--- src/rtl/id_stage_fwd_pkg.sv ---
// Shared decode constants for the ID stage: opcodes, ALU op codes and the
// bit positions of the decode bundle, which EX reuses to unpack dcr.
package id_pkg;

  localparam logic [6:0] OP     = 7'b0110011;
  localparam logic [6:0] OP_IMM = 7'b0010011;
  localparam logic [6:0] LOAD   = 7'b0000011;
  localparam logic [6:0] STORE  = 7'b0100011;
  localparam logic [6:0] BRANCH = 7'b1100011;
  localparam logic [6:0] JAL    = 7'b1101111;
  localparam logic [6:0] JALR   = 7'b1100111;
  localparam logic [6:0] LUI    = 7'b0110111;
  localparam logic [6:0] AUIPC  = 7'b0010111;

  typedef enum logic [2:0] {
    ALU_ADD  = 3'b000,
    ALU_SUB  = 3'b001,
    ALU_SLT  = 3'b010,
    ALU_SLTU = 3'b011
  } alu_op_e;

  localparam int unsigned DCR_W         = 24;
  localparam int unsigned DCR_ILLEGAL   = 23;
  localparam int unsigned DCR_AUIPC     = 22;
  localparam int unsigned DCR_F3_LO     = 19;
  localparam int unsigned DCR_R         = 18;
  localparam int unsigned DCR_I_CS      = 17;
  localparam int unsigned DCR_I_LOAD    = 16;
  localparam int unsigned DCR_JALR      = 15;
  localparam int unsigned DCR_S         = 14;
  localparam int unsigned DCR_U         = 13;
  localparam int unsigned DCR_B         = 12;
  localparam int unsigned DCR_JAL       = 11;
  localparam int unsigned DCR_MDU       = 10;
  localparam int unsigned DCR_MDU_OP_LO = 7;
  localparam int unsigned DCR_SFT       = 6;
  localparam int unsigned DCR_ALU_LO    = 3;
  localparam int unsigned DCR_SFT_OP_LO = 1;
  localparam int unsigned DCR_USES_RS2  = 0;

endpackage

--- src/rtl/id_stage_fwd_fwd_select.sv ---
// Per-operand bypass selector: youngest matching producer slot wins; a match
// whose data is not yet available raises stall when the operand is used.
module fwd_select #(
  parameter int unsigned FWD_DEPTH = 3,
  parameter int unsigned XLEN      = 32
) (
  input  logic [4:0]              rs,
  input  logic                    used,
  input  logic [XLEN-1:0]         rf_rdata,
  input  logic [FWD_DEPTH-1:0]    fwd_valid,
  input  logic [5*FWD_DEPTH-1:0]  fwd_rd,
  input  logic [FWD_DEPTH-1:0]    fwd_avail,
  input  logic [XLEN*FWD_DEPTH-1:0] fwd_data,
  output logic [XLEN-1:0]         value,
  output logic                    stall
);

  logic hit;

  always_comb begin
    hit   = 1'b0;
    stall = 1'b0;
    value = (rs == 5'd0) ? '0 : rf_rdata;
    for (int unsigned i = 0; i < FWD_DEPTH; i++) begin
      if (!hit && fwd_valid[i] && fwd_rd[5*i +: 5] == rs && rs != 5'd0) begin
        hit = 1'b1;
        if (fwd_avail[i]) value = fwd_data[XLEN*i +: XLEN];
        else              stall = used;
      end
    end
  end

endmodule

--- src/rtl/id_stage_fwd.sv ---
// RV32I(+M) decode stage: decodes, resolves operands through an N-deep bypass,
// stalls on unavailable producers and registers the result toward EX.
module id_stage_fwd
  import id_pkg::*;
#(
  parameter int unsigned XLEN      = 32,
  parameter int unsigned FWD_DEPTH = 3,
  parameter int unsigned M_EXT     = 1
) (
  input  logic                      clk,
  input  logic                      rst,
  input  logic                      in_valid,
  output logic                      in_ready,
  input  logic [31:0]               inst,
  input  logic [XLEN-1:0]           pc_in,
  output logic [4:0]                rf_raddr1,
  output logic [4:0]                rf_raddr2,
  input  logic [XLEN-1:0]           rf_rdata1,
  input  logic [XLEN-1:0]           rf_rdata2,
  input  logic [FWD_DEPTH-1:0]      fwd_valid,
  input  logic [5*FWD_DEPTH-1:0]    fwd_rd,
  input  logic [FWD_DEPTH-1:0]      fwd_avail,
  input  logic [XLEN*FWD_DEPTH-1:0] fwd_data,
  input  logic                      flush,
  output logic                      out_valid,
  input  logic                      out_ready,
  output logic [XLEN-1:0]           pc_out,
  output logic [XLEN-1:0]           rr1,
  output logic [XLEN-1:0]           rr2,
  output logic [4:0]                rd_out,
  output logic [XLEN-1:0]           imm_out,
  output logic [XLEN-1:0]           target_pc,
  output logic [DCR_W-1:0]          dcr
);

  logic [6:0] opcode, f7;
  logic [2:0] f3;
  logic is_r, is_i_cs, is_load, is_jalr, is_s, is_u, is_auipc, is_b, is_jal;
  logic known, mdu, illegal, sft, uses_rs1, uses_rs2, writes;
  logic stall1, stall2, hazard, accept;
  logic [2:0]       alu_op;
  logic [31:0]      imm32;
  logic [XLEN-1:0]  imm_d, op1, op2, target_d;
  logic [DCR_W-1:0] dcr_d;

  logic            out_valid_q;
  logic [XLEN-1:0] pc_q, rr1_q, rr2_q, imm_q, target_q;
  logic [4:0]      rd_q;
  logic [DCR_W-1:0] dcr_q;

  assign opcode    = inst[6:0];
  assign f3        = inst[14:12];
  assign f7        = inst[31:25];
  assign rf_raddr1 = inst[19:15];
  assign rf_raddr2 = inst[24:20];

  assign is_r     = (opcode == OP);
  assign is_i_cs  = (opcode == OP_IMM);
  assign is_load  = (opcode == LOAD);
  assign is_jalr  = (opcode == JALR);
  assign is_s     = (opcode == STORE);
  assign is_auipc = (opcode == AUIPC);
  assign is_u     = (opcode == LUI) | is_auipc;
  assign is_b     = (opcode == BRANCH);
  assign is_jal   = (opcode == JAL);
  assign known    = is_r | is_i_cs | is_load | is_jalr | is_s | is_u | is_b | is_jal;

  assign mdu      = is_r & (f7 == 7'b0000001);
  assign illegal  = ~known | ((M_EXT == 0) & mdu & (f3 != 3'b000));
  assign sft      = (is_r | is_i_cs) & (f3[1:0] == 2'b01);
  assign uses_rs1 = is_r | is_i_cs | is_load | is_jalr | is_s | is_b;
  assign uses_rs2 = is_r | is_s | is_b;
  assign writes   = (is_r | is_i_cs | is_load | is_jalr | is_u | is_jal) & ~illegal;

  always_comb begin
    imm32 = '0;
    if (is_i_cs | is_load | is_jalr) imm32 = {{20{inst[31]}}, inst[31:20]};
    else if (is_s)   imm32 = {{20{inst[31]}}, inst[31:25], inst[11:7]};
    else if (is_b)   imm32 = {{19{inst[31]}}, inst[31], inst[7], inst[30:25], inst[11:8], 1'b0};
    else if (is_u)   imm32 = {inst[31:12], 12'b0};
    else if (is_jal) imm32 = {{11{inst[31]}}, inst[31], inst[19:12], inst[20], inst[30:21], 1'b0};
  end
  assign imm_d = XLEN'(signed'(imm32));

  always_comb begin
    alu_op = ALU_ADD;
    if (is_r)         alu_op = f3 | {2'b00, f7[5]};
    else if (is_i_cs) alu_op = f3;
    else if (is_b)    alu_op = {1'b0, f3[2], ~(f3[2] ^ f3[1])};
  end

  fwd_select #(.FWD_DEPTH(FWD_DEPTH), .XLEN(XLEN)) u_fwd1 (
    .rs(rf_raddr1), .used(uses_rs1), .rf_rdata(rf_rdata1),
    .fwd_valid(fwd_valid), .fwd_rd(fwd_rd), .fwd_avail(fwd_avail), .fwd_data(fwd_data),
    .value(op1), .stall(stall1)
  );

  fwd_select #(.FWD_DEPTH(FWD_DEPTH), .XLEN(XLEN)) u_fwd2 (
    .rs(rf_raddr2), .used(uses_rs2), .rf_rdata(rf_rdata2),
    .fwd_valid(fwd_valid), .fwd_rd(fwd_rd), .fwd_avail(fwd_avail), .fwd_data(fwd_data),
    .value(op2), .stall(stall2)
  );

  assign hazard   = in_valid & (stall1 | stall2);
  assign in_ready = rst & ~flush & ~hazard & (~out_valid_q | out_ready);
  assign accept   = in_valid & in_ready;

  // jalr bases on the bypassed rs1, so its target tracks forwarded data
  assign target_d = ((is_jalr ? op1 : pc_in) + imm_d) & ~XLEN'(3);

  assign dcr_d = {illegal, is_auipc, f3,
                  is_r, is_i_cs, is_load, is_jalr, is_s, is_u, is_b, is_jal, mdu,
                  f3, sft, alu_op, f3[2], f7[5], uses_rs2};

  always_ff @(posedge clk) begin
    if (!rst) begin
      out_valid_q <= 1'b0;
      pc_q        <= '0;
      rr1_q       <= '0;
      rr2_q       <= '0;
      imm_q       <= '0;
      target_q    <= '0;
      rd_q        <= '0;
      dcr_q       <= '0;
    end else if (flush) begin
      out_valid_q <= 1'b0;
    end else if (accept) begin
      out_valid_q <= 1'b1;
      pc_q        <= pc_in;
      rr1_q       <= op1;
      rr2_q       <= op2;
      imm_q       <= imm_d;
      target_q    <= target_d;
      rd_q        <= writes ? inst[11:7] : 5'd0;
      dcr_q       <= dcr_d;
    end else if (out_ready) begin
      out_valid_q <= 1'b0;
    end
  end

  assign out_valid = out_valid_q;
  assign pc_out    = pc_q;
  assign rr1       = rr1_q;
  assign rr2       = rr2_q;
  assign imm_out   = imm_q;
  assign target_pc = target_q;
  assign rd_out    = rd_q;
  assign dcr       = dcr_q;

endmodule

--- config.mk ---
export PLATFORM = sky130hd
export DESIGN_NAME = id_stage_fwd
export DESIGN_NICKNAME = d
export VERILOG_FILES = /design/src/rtl/id_stage_fwd_pkg.sv /design/src/rtl/id_stage_fwd_fwd_select.sv /design/src/rtl/id_stage_fwd.sv
export SDC_FILE = /design/constraint.sdc
export NUM_CORES = 1
export LEC_CHECK = 0
export CAP_MARGIN = 20
export CORE_ASPECT_RATIO = 0.7
export CORE_UTILIZATION = 24
export DETAILED_ROUTE_END_ITERATION = 8
export PLACE_DENSITY = 0.6
export SYNTH_ARGS = -nofsm -noshare
export SYNTH_HDL_FRONTEND = slang
export SYNTH_SLANG_ARGS = --single-unit
--- constraint.sdc ---
create_clock -name clk -period 9.77 [get_ports clk]
set_clock_uncertainty 0.2 [all_clocks]
set_input_delay 1.954 -clock clk [delete_from_list [all_inputs] [get_ports clk]]
set_output_delay 1.954 -clock clk [all_outputs]
set_load 0.05 [all_outputs]
== After elaboration in Yosys (flattened, before gate mapping) ==
Index checks and enable logic that the tools add are counted.

* Flip-flop bits (word level): 188
* Bits in latches: 0
* RAM bits: 0
* Memory bits (read-only): 0
* Input bits: 250
* Word-level logic and storage cells: 128
* Memories: 0

* $add $sub $neg: 1
* $mul: 0
* Divide/modulo/power cells: 0
* Magnitude comparators: 0
* Equality and inequality tests: 17
* Shifts and indexed selects: 0
* Mux-type cells: 42
* Bitwise logic cells: 33
* Reduce and logical (&&, ||, !) cells: 27

{| class="wikitable"
|+ Operator list
! kind !! count
|-
| $mux 32 || 20
|-
| $add 32x32->32 || 1
|-
| $eq 5x5->1 || 6
|-
| $eq 7x6->1 const B || 3
|-
| $eq 7x7->1 const B || 3
|-
| $mux 1 || 18
|-
| $or 1x1->1 || 17
|-
| $logic_and 1x1->1 || 16
|-
| $eq 7x5->1 const B || 2
|-
| $logic_not 5->1 || 2
|-
| $reduce_bool 5->1 || 2
|-
| $and 1x1->1 || 8
|-
| $eq 7x1->1 const B || 1
|-
| $eq 7x2->1 const B || 1
|-
| $mux 3 || 2
|-
| $not 1->1 || 6
|-
| $mux 5 || 1
|-
| $logic_not 1->1 || 4
|-
| $or 3x1->3 || 1
|-
| $eq 2x1->1 const B || 1
|-
| $mux 2 || 1
|-
| $reduce_and 2->1 || 1
|-
| $reduce_bool 2->1 || 1
|-
| $reduce_or 2->1 || 1
|-
| $xor 1x1->1 || 1
|}

== Depth between registers and ports, before layout ==
* Word-level depth: 21
* Depth in mapped cells: 23
* Mapped depth without buffers: 19

== Modules after synthesis ==
Synthesis repeated with hierarchy kept, for this count alone.

* Cell total of the unflattened synthesis: 1664
* Area, all modules: 12557.0 um^2

{| class="wikitable"
|+ Modules (own cells, without submodules)
! module !! times used !! cells an instance !! area an instance (um^2) !! seq. area each (um^2)
|-
| id_stage_fwd || 1 || 1210 || 9178.8 || 3683.5
|-
| fwd_select || 2 || 227 || 1689.1 || 0.0
|}

== Worst setup path after synthesis ==
No wires, ideal clock.

* Path type: input -> output
* Start point: input inst[21]
* End point: output in_ready
* Arrival time: 4.178 ns
* Slack: 3.438 ns
* Stages on the path: 9
* Buffers on the path: 1
* Path through: clkbuf_1 -> xnor2_1 -> nand4_1 -> nor3_1 -> nor3_1 -> a211o_1 -> a21oi_1 -> o21ai_0 -> a21oi_1

* Longest elaborated chain between the ends: 19

{| class="wikitable"
|+ Ends and longest elaborated chain
! item !! RTL line !! text
|-
| from (decl) || id_stage_fwd.sv:14 || <nowiki>input logic [31:0] inst,</nowiki>
|-
| $eq 5x5->1 || id_stage_fwd_fwd_select.sv:25 || <nowiki>if (!hit && fwd_valid[i] && fwd_rd[5*i +: 5] == rs && rs != 5'd0) begin</nowiki>
|-
| $logic_and 1x1->1 (2 in a row) || id_stage_fwd_fwd_select.sv:25 ||
|-
| $mux 1 || id_stage_fwd_fwd_select.sv:25 ||
|-
| $logic_not 1->1 || id_stage_fwd_fwd_select.sv:25 ||
|-
| $logic_and 1x1->1 (3 in a row) || id_stage_fwd_fwd_select.sv:25 ||
|-
| $mux 1 || id_stage_fwd_fwd_select.sv:25 ||
|-
| $logic_not 1->1 || id_stage_fwd_fwd_select.sv:25 ||
|-
| $logic_and 1x1->1 (3 in a row) || id_stage_fwd_fwd_select.sv:25 ||
|-
| $mux 1 (*) || id_stage_fwd_fwd_select.sv:25 ||
|-
| $or 1x1->1 (*) || id_stage_fwd.sv:104 || <nowiki>assign hazard = in_valid & (stall1 | stall2);</nowiki>
|-
| $and 1x1->1 (*) || id_stage_fwd.sv:104 ||
|-
| $not 1->1 (*) || id_stage_fwd.sv:105 || <nowiki>assign in_ready = rst & ~flush & ~hazard & (~out_valid_q | out_ready);</nowiki>
|-
| $and 1x1->1 (*) (2 in a row) || id_stage_fwd.sv:105 ||
|-
| to (decl) || id_stage_fwd.sv:13 || <nowiki>output logic in_ready,</nowiki>
|}

Mark *: on every way between the ends. The rest lies on a longest branch, timed or not.

== Final worst setup path ==
* Start point: input inst[17]
* End point: output in_ready

Same word-level chain as after synthesis.

==> flow_metrics.env <==
export IMPL_outcome="finished, final reports clean"
export IMPL_grt_busiest_layer="met2"
export IMPL_worst_pin_slew_ns=0.9007
export IMPL_pre_cts_slack_ns=1.481
export IMPL_endpoint_kind="primary output"
export IMPL_dpl_cell_area_um2=16660
export IMPL_syn_inst=1661
export IMPL_dieArea_um2=49880
export IMPL_finalInstanceArea_um2=17290
export IMPL_avgViaCountPerCell=5.204
export IMPL_setup_viol=0
export IMPL_route_detailed_drc=0
export IMPL_relSlewSlack_pct=39.49
export IMPL_fin_tns_setup_ns=0
export IMPL_synth_cell_types=68
export IMPL_synthArstFlopShare_pct=0
export IMPL_grt_max_degree=154
export IMPL_routedWlPerCell_um=23.31
export IMPL_cts_sinks=184
export IMPL_grt_setup_unrepaired="no"
export IMPL_final_hold_viol_count=0
export IMPL_grt_use_met1_pct=33.02
export IMPL_io_pins=451
export IMPL_final_max_slew_viol_count=0
export IMPL_postCtsSetupRepairBufs=0
export IMPL_clk_latency_ns=0.47
export IMPL_synth_seq_cells=184
export IMPL_powerDensity_nw_per_um2=123.1
export IMPL_reg2reg_depth=7
export IMPL_dp_final_hpwl_um=47520
export IMPL_layout_min_cycle_time_ns=8.150
export IMPL_cts_tree="done"
export IMPL_yosysWarnings=0
export IMPL_maxCapViolCount=0
export IMPL_grt_pass1_wl_um=89780
export IMPL_p_total_mw=2.128
export IMPL_final_cell_mix="clkdlybuf4s50_1 (448), nand2_1 (275), a21oi_1 (194), nor2_1 (184), dfxtp_1 (184)"
export IMPL_synth_seq_area_share_pct=31.34
export IMPL_antenna_found_initial=0
export IMPL_post_route_period_util_pct=83.42
export IMPL_max_freq_mhz=122.7
export IMPL_syn_area_um2=11750
export IMPL_cts_root_buf="clkbuf_16"
export IMPL_dr_pass1_iters=5
export IMPL_htree_levels=4
export IMPL_gp_congestion=0.9310
export IMPL_use_met2_pct=37.98
export IMPL_cts_made_buffers=17
export IMPL_port_buffers=448
export IMPL_hp_class="register to register"
export IMPL_cp_required_ns=7.62
export IMPL_drive_above_1_share_pct=3.928
export IMPL_synth_edff_count=0
export IMPL_holdPathStages=2
export IMPL_final_common_cell="clkdlybuf4s50_1"
export IMPL_drt_total_wl_um=62140
export IMPL_clk_pin_slew_ns=0.08
export IMPL_syn2layout_area_growth_pct=47.08
export IMPL_num_vias=13870
export IMPL_fillers=5088
export IMPL_nets=2281
export IMPL_start_util_pct=24.43
export IMPL_leakage_nw=6.414
export IMPL_crit_fanout=35
export IMPL_clock_path_buffers=2
export IMPL_grt_pass1_vias=13370
export IMPL_drtIter0Drc=1093
export IMPL_core_um2=48120
export IMPL_holdBufCountCts=0
export IMPL_cts_resized=0
export IMPL_globalRouteOverflowTotal=0
export IMPL_use_met3_pct=6.767
export IMPL_criticalPathCategory="input port to primary output"
export IMPL_die_h_um=187.2
export IMPL_setup_ws_ns=1.620
export IMPL_postSynthAreaPerCell_um2=7.076
export IMPL_num_antenna_cells=0
export IMPL_grt_usage_pct=24.40
export IMPL_chipWidth_um=266.5
export IMPL_synthFlopType="dfxtp_1"
export IMPL_ir_worst_vdd_v=0.0001049
export IMPL_start_kind="input port"
export IMPL_ant_nets=0
export IMPL_critPathArrivalTime_ns=6.00
export IMPL_rows=67
-- power by group --
| group | total [mW] | switching (mW) | internal, mW |
|---|---|---|---|
| clock network | 0.780 | 0.362 | 0.418 |
| registers | 0.794 | 0.0165 | 0.777 |
| logic | 0.554 | 0.333 | 0.221 |
| total | 2.13 | 0.711 | 1.42 |
-- cell families after synthesis --
| kind of cell | count (synthesis) | share of synthesized area [%] |
|---|---|---|
| AOI/OAI and AO/OA | 507 | 27.84 |
| xor gates and xnor gates | 48 | 3.577 |
| adders and majority gates | 32 | 3.406 |
| buffers and inverters | 168 | 6.014 |
| DFF | 184 | 31.34 |
| muxes | 5 | 0.4258 |
| other | 1 | 0.03190 |
| and+or+nand+nor | 716 | 27.37 |
-- per-layer routing --
metal,wire length (µm),vias to the layer above
met3,5359,64
met2,27380,573
met1,28150,6633
met5,0,-
li1,-,6604
met4,1253,0
-- metrics by stage --
| step | hold WS, ns | util [%] | instances |
|---|---|---|---|
| 6_report | 0.2543 | 35.93 | 2666 |
| 5_1_grt | 0.2746 | 35.93 | 2666 |
| 4_1_cts | 0.2580 | 35.93 | 2666 |
| 3_5_place_dp | 0.2461 | 34.63 | 2635 |
| 3_3_place_gp | 0.2419 | 34.63 | 2635 |
| 2_1_floorplan | 0.4710 | - | 1662 |
-- cells in the mapped netlist, types with 3 or more instances --
| library cell | count | share of area, % |
|---|---|---|
| o31ai_1 | 7 | 0.45 |
| clkbuf_1 | 125 | 4.0 |
| a211oi_1 | 98 | 6.3 |
| inv_1 | 14 | 0.45 |
| mux2i_1 | 5 | 0.43 |
| o211ai_1 | 3 | 0.19 |
| xor2_1 | 17 | 1.3 |
| nor4_1 | 9 | 0.48 |
| buf_2 | 7 | 0.30 |
| or3_1 | 4 | 0.21 |
| and4_1 | 3 | 0.22 |
| a21o_1 | 38 | 2.4 |
| nor2b_1 | 11 | 0.59 |
| and3_1 | 42 | 2.2 |
| a211o_1 | 6 | 0.45 |
| o21ai_0 | 67 | 2.9 |
| nor3_1 | 63 | 2.7 |
| buf_1 | 5 | 0.16 |
| nand3b_1 | 5 | 0.32 |
| xnor2_1 | 31 | 2.3 |
| buf_4 | 16 | 1.0 |
| nand4b_1 | 4 | 0.30 |
| dfxtp_1 | 184 | 31 |
| o21a_1 | 6 | 0.38 |
| nor4b_1 | 3 | 0.22 |
| ha_1 | 32 | 3.4 |
| o31ai_2 | 3 | 0.32 |
| a221oi_1 | 3 | 0.22 |
| a31oi_1 | 8 | 0.43 |
| or2_2 | 4 | 0.21 |
| nand3_1 | 75 | 3.2 |
| a2111oi_0 | 3 | 0.22 |
| nor2_1 | 185 | 5.9 |
| nand2b_1 | 8 | 0.43 |
| a2111o_1 | 3 | 0.29 |
| o2111ai_1 | 4 | 0.30 |
| nand2_1 | 275 | 8.8 |
| a21oi_1 | 194 | 8.3 |
| nand4_1 | 9 | 0.48 |
| and2_1 | 7 | 0.37 |
| o21bai_1 | 8 | 0.51 |
| a311oi_1 | 33 | 2.5 |
-- path summary, 6_finish.rpt --
path                  start           end  slack (ns)
setup reg to reg  out_valid  target_pc[3]        7.08
hold / removal    rd_out[1]     rd_out[1]        0.25
hold reg to reg   rd_out[1]     rd_out[1]        0.25
setup / recovery   inst[17]      in_ready        1.62
-- state kept, by name, summed over array words and instances, names as in the netlist --
| name | count |
|---|---|
| rd_out | 5 |
| pc_out | 32 |
| out_valid | 1 |
| target_pc | 30 |
| imm_out | 32 |
| rr2 | 32 |
| rr1 | 32 |
| dcr | 20 |
-- layout make-up --
cell class / count / area [µm²] / area share [%]
clock buffers: 18 / 439.2 / 2.540
clock inverters: 13 / 185.2 / 1.071
inverters: 14 / 57.56 / 0.3329
multi-input cells: 1310 / 7413 / 42.88
flip-flops and latches: 184 / 3684 / 21.31
well taps: 655 / 819.5 / 4.741
repair buffers: 472 / 4690 / 27.13
-- critical path, stage by stage --
cell             delay [ns]
clkdlybuf4s50_1        0.71
or4_4                  0.22
or2_1                  0.10
buf_4                  0.33
nand3_4                0.17
nor2_2                 0.67
a31oi_1                0.20
a21oi_1                0.42
o21ai_0                0.22
a21oi_1                0.18
clkdlybuf4s50_1        0.81
Power figures use the tool's default switching activity.
